**src/rtl/dc_pkg.sv**
```systemverilog
// Shared constants and helpers for the dc_scan decoder family.
// Functions work on the widest supported index; callers size-cast to their own N.
package dc_pkg;

   localparam int DC_MAX_AW = 8;
   localparam int DC_MAX_N  = 1 << DC_MAX_AW;

   localparam logic DC_MODE_DIRECT = 1'b0;
   localparam logic DC_MODE_SCAN   = 1'b1;

   typedef struct packed {
      logic                 found;
      logic [DC_MAX_AW-1:0] idx;
   } dc_next_t;

   function automatic logic [DC_MAX_N-1:0] onehot(input logic [DC_MAX_AW-1:0] idx);
      logic [DC_MAX_N-1:0] r;
      r      = '0;
      r[idx] = 1'b1;
      return r;
   endfunction

   // First enabled channel cyclically after idx; idx itself is the last candidate.
   function automatic dc_next_t next_unmasked(input logic [DC_MAX_AW-1:0] idx,
                                              input logic [DC_MAX_N-1:0]  mask,
                                              input int                   n);
      dc_next_t r;
      int       j;
      r.found = 1'b0;
      r.idx   = idx;
      for (int k = 1; k <= DC_MAX_N; k++) begin
         j = (int'(idx) + k) % n;
         if (k <= n && !r.found && mask[j[DC_MAX_AW-1:0]]) begin
            r.found = 1'b1;
            r.idx   = j[DC_MAX_AW-1:0];
         end
      end
      return r;
   endfunction

endpackage

```
**src/rtl/dc_prescaler.sv**
```systemverilog
// Step-tick generator: counts 0..DIV-1 while enabled and ticks on the last count.
module dc_prescaler #(
   parameter int DIV = 1000
) (
   input  logic iclk,
   input  logic irst_n,
   input  logic iclr,
   input  logic ien,
   output logic otick
);

   localparam int            PW   = (DIV > 1) ? $clog2(DIV) : 1;
   localparam logic [PW-1:0] LAST = PW'(DIV - 1);

   logic [PW-1:0] r_cnt;

   // A clear wins over a tick so the first step is always DIV cycles away.
   assign otick = ien && !iclr && (r_cnt == LAST);

   always_ff @(posedge iclk or negedge irst_n) begin
      if (!irst_n) begin
         r_cnt <= '0;
      end else if (iclr) begin
         r_cnt <= '0;
      end else if (ien) begin
         r_cnt <= (r_cnt == LAST) ? '0 : r_cnt + PW'(1);
      end
   end

endmodule

```
**src/rtl/dc_scan.sv**
```systemverilog
// Registered one-hot decoder with direct and automatic scan modes.
// Define DC_SCAN_MASK_EN to add the per-channel imask port.
module dc_scan
   import dc_pkg::*;
#(
   parameter  int AW  = 2,
   parameter  int DIV = 1000,
   localparam int N   = 1 << AW
) (
   input  logic          iclk,
   input  logic          irst_n,
   input  logic [AW-1:0] ia,
   input  logic          is,
   input  logic          imode,
`ifdef DC_SCAN_MASK_EN
   input  logic [N-1:0]  imask,
`endif
   output logic [N-1:0]  oout,
   output logic [AW-1:0] oidx,
   output logic          ostep
);

   logic          r_mode;
   logic          w_entry;
   logic          w_en;
   logic          w_clr;
   logic          w_tick;
   logic          w_next_ok;
   logic [AW-1:0] w_next_idx;
   logic [N-1:0]  w_mask;
   logic [N-1:0]  w_dir_oh;
   logic [N-1:0]  w_next_oh;

   assign w_en    = is && (imode == DC_MODE_SCAN);
   assign w_entry = w_en && (r_mode == DC_MODE_DIRECT);
   assign w_clr   = !w_en || w_entry;

   dc_prescaler #(
      .DIV (DIV)
   ) u_prescaler (
      .iclk   (iclk),
      .irst_n (irst_n),
      .iclr   (w_clr),
      .ien    (w_en),
      .otick  (w_tick)
   );

`ifdef DC_SCAN_MASK_EN
   dc_next_t w_nxt;
   assign w_mask     = imask;
   assign w_nxt      = next_unmasked(DC_MAX_AW'(oidx), DC_MAX_N'(imask), N);
   assign w_next_ok  = w_nxt.found;
   assign w_next_idx = AW'(w_nxt.idx);
`else
   assign w_mask     = '1;
   assign w_next_ok  = 1'b1;
   assign w_next_idx = oidx + AW'(1);
`endif

   assign w_dir_oh  = N'(onehot(DC_MAX_AW'(ia))) & w_mask;
   assign w_next_oh = N'(onehot(DC_MAX_AW'(w_next_idx)));

   // r_mode tracks imode even while disabled, so re-enabling in scan resumes rather than restarts.
   always_ff @(posedge iclk or negedge irst_n) begin
      if (!irst_n) begin
         r_mode <= DC_MODE_DIRECT;
         oout   <= '0;
         oidx   <= '0;
         ostep  <= 1'b0;
      end else begin
         r_mode <= imode;
         if (!is) begin
            oout  <= '0;
            ostep <= 1'b0;
         end else if (imode == DC_MODE_DIRECT) begin
            oidx  <= ia;
            oout  <= w_dir_oh;
            ostep <= 1'b0;
         end else if (w_entry) begin
            oidx  <= '0;
            oout  <= N'(1);
            ostep <= 1'b0;
         end else if (w_tick) begin
            ostep <= 1'b1;
            if (w_next_ok) begin
               oidx <= w_next_idx;
               oout <= w_next_oh;
            end else begin
               oout <= '0;
            end
         end else begin
            ostep <= 1'b0;
         end
      end
   end

endmodule

```
**config.mk**
```make
export PLATFORM = sky130hd
export DESIGN_NAME = dc_scan
export DESIGN_NICKNAME = d
export VERILOG_FILES = /design/src/rtl/dc_pkg.sv /design/src/rtl/dc_prescaler.sv /design/src/rtl/dc_scan.sv
export SDC_FILE = /design/constraint.sdc
export NUM_CORES = 1
export LEC_CHECK = 0
export ABC_CLOCK_PERIOD_IN_PS = 2200
export BUFFER_PORTS_ARGS = -buffer_cell sky130_fd_sc_hd__buf_2
export CORE_UTILIZATION = 30
export CTS_BUF_LIST = sky130_fd_sc_hd__clkbuf_8
export DETAILED_ROUTE_END_ITERATION = 10
export PLACE_DENSITY_LB_ADDON = 0.25
export REMOVE_ABC_BUFFERS = 1
export SYNTH_ARGS = -nofsm -noshare
export SYNTH_HDL_FRONTEND = slang
export SYNTH_SLANG_ARGS = --single-unit
```
**constraint.sdc**
```tcl
create_clock -name iclk -period 2.2 [get_ports iclk]
set_input_delay 0.44 -clock iclk [delete_from_list [all_inputs] [get_ports iclk]]
set_output_delay 0.44 -clock iclk [all_outputs]
set_load 0.05 [all_outputs]
```
==> impl_results.md <==
* CTS tree: yes
* Initial antenna violation count at 0
* Clock Tree Buf Depth at 2
* Netlist Area Pre-Place at 961 µm²
* Worst R2R Setup Slack at 0.56 ns
* Setup crit start kind: flip-flop
* Setup slack after layout at 0.559 ns
* Clk pwr share at 30.3%
* Crit. End Element: flip-flop
* Fmax at 609 MHz
* Post-DP HPWL at 1320 µm
* Final ANT Viol Nets at 0
* DIE AREA at 3430 µm²
* Yosys reg bits at 18
* Combinational Power Share at 20.3%
* Critical path's top delay family: flip-flops
* Fill cells at 338
* Int Pwr at 0.513 mW
* WL/cell at 11.7 µm
* Critical-path maximum fanout at 6
* Post-CTS Repair Setup Buffers at 0
* Warnings, synthesis at 0
* Synth top area cells: dfrtp_1, ha_1, o22ai_1
* Total congestion overflow at 0
* Antenna diodes at 0
* EDFF count, synth at 0
* Site Rows at 20
* Commonest non-fill, non-tap cell in the layout: dfrtp_1
* Die width at 58.6 µm
* Most frequent cells in the layout: dfrtp_1, buf_2, inv_1, nor2_1, o22ai_1
* Worst path slowest cell: dfrtp_1
* Reg clk slew, reported paths at 0.06 ns
* Num Clock Sinks at 18
* Status: completed
* Measured slew at the worst slew-check pin at 0.404 ns
* Sequential share of the synthesized area at 46.9%
* Syn Inst Count at 92
* Rel. slew slack at 73.1%
* CP max stage delay at 0.39 ns
* Gr usage total at 12.2%
* Lkg Pwr at 0.477 nW
* H-tree level count at 1
* Switching power at 0.222 mW
* Data arrival, critical path at 1.78 ns
* Primary FF master, synth: dfrtp_1
* Final Instance Area at 1110 µm²
* DRC Markers at 0
* DR iter-0 viols at 38
* IO Pins at 13
* Nets at 118
* Vias in the first global route at 714
* Synth cell types at 36
* CP bufs+invs at 0
* Final hold vios at 0
* Async SR Flop Fraction at 100%
* Worst EP required at 2.34 ns
* CP Class: reg -> reg
* Hold Buf Count CTS at 0
* Post-CTS resize count at 0
* Pins over their slew limit at 0
* RSZ-0062 raised after global routing: false
* CP Cell Sequence: ha_1 -> and2_1 -> a41oi_4 -> mux2_2
* Cell area power density at 663 nW/µm²
* Syn avg cell area at 10.4 µm²
* Gpl congestion at 0.726
* Avg Vias per Cell at 4.76
* Area Overhead vs Synth at 15.4%
* Clock Skew at 0.00185 ns
* Pre-CTS WS at 0.551 ns
* Peak VDD IR at 0.000356 V
* First-pass GRT wire length at 3170 µm
* Crit share post-route at 74.6%
* CTS Root Cell: clkbuf_8
* Number of buffers created by CTS at 3
* Fin crit period at 1.64 ns
* Min-delay worst type: in -> async
* Layout cells sized above 1 at 23.8%
* Share of the synthesized area in the top cell type at 46.9%
* Initial Utilization at 31.5%
* Reg power frac at 49.4%
* Die Span Y at 58.6 µm
* DR pass1 iterations at 4
* Port buffer count at 12
* Switching share of power at 30.2%
* Worst-Skew Late Latency at 0.25 ns
* Max_cap viols at 0
* Setup TNS at 0 ns
* Largest net degree at the start of global routing at 19
* Core Area at 3050 µm²
* DP Area at 1070 µm²
* Area leader, netlist: dfrtp_1
* Vias at 709
* Final setup viols at 0
* Total power at 0.735 mW
* Post-Route WL at 1750 µm
[kinds of logic after synthesis]
logic type | count (synthesis) | synth area share, %
buffers and inverters | 11 | 4.43
xor gates and xnor gates | 3 | 2.73
muxes | 2 | 2.21
and+or+nand+nor | 30 | 19.3
AOI/OAI and AO/OA | 23 | 18.0
DFF | 18 | 46.9
adders and majority gates | 5 | 6.51
[power groups by stage]
stage / sequential [mW] / clock [mW] / combinational (mW)
5_1_grt: 0.366 / 0.249 / 0.164
6_report: 0.363 / 0.223 / 0.149
3_5_place_dp: 0.369 / 0 / 0.151
2_1_floorplan: 0.417 / 0 / 0.0561
3_3_place_gp: 0.368 / 0 / 0.150
4_1_cts: 0.363 / 0.229 / 0.151
[final timing paths]
path                                             startpoint                          endpoint  cells past startpoint
setup / recovery           u_prescaler.r_cnt[0]$_DFFE_PN0P_               oidx[1]$_DFFE_PN0P_                      4
hold / removal                                       irst_n  u_prescaler.r_cnt[0]$_DFFE_PN0P_                      1
setup reg to reg           u_prescaler.r_cnt[0]$_DFFE_PN0P_               oidx[1]$_DFFE_PN0P_                      4
hold reg to reg            u_prescaler.r_cnt[0]$_DFFE_PN0P_  u_prescaler.r_cnt[0]$_DFFE_PN0P_                      1
max in group asynchronous                            irst_n  u_prescaler.r_cnt[5]$_DFFE_PN0P_                      1
min in group iclk                                     imode                  r_mode$_DFF_PN0_                      1
[sequential cells by signal, indices dropped and copies added (netlist names)]
register,cells
u_prescaler.r_cnt,10
oout,4
oidx,2
ostep,1
r_mode,1
[worst register-to-register path, delay by kind of cell, from the launching register on]
kind	cells	cell delay, ns
flops	1	0.39
compound gates	1	0.30
fa+ha+maj	1	0.25
simple gates	1	0.22
mux	1	0.37
[cell type report]
class | count | area, µm² | area share, %
flip-flops and latches | 18 | 450 | 40.6
multi-input cells | 63 | 468 | 42.2
inverters | 9 | 33.8 | 3.05
well taps | 44 | 55.1 | 4.97
clock buffers | 3 | 41.3 | 3.72
repair buffers | 12 | 60.1 | 5.42
[Yosys cell counts, types with 2 or more instances]
master    number
a21oi_1        4
a32oi_1        3
dfrtp_1       18
ha_1           5
inv_1          9
nand2_1        2
nand2b_1       2
nand3_1        4
nor2_1         7
nor2b_1        2
o21ai_0        3
o22ai_1        6
o31ai_1        2
or3_1          2
xor2_1         2
[per-stage QoR]
step / util, % / hold WS [ns] / cells
after floorplan: - / 0.144 / 90
after global placement: 35.0 / 0.393 / 146
after detailed placement: 35.0 / 0.397 / 146
after CTS: 36.3 / 0.122 / 149
after global routing: 36.3 / 0.138 / 149
final: 36.3 / 0.113 / 149
[metal layers]
metal | global-route usage [%] | share of wire, % | up-vias
li1 | - | - | 360
met1 | 15.9 | 48 | 335
met2 | 19.7 | 47 | 12
met3 | 3.96 | 4.2 | 2
met4 | 3.06 | 0.57 | 0
met5 | 0 | 0 | -
(Power assumes the default switching activity.)
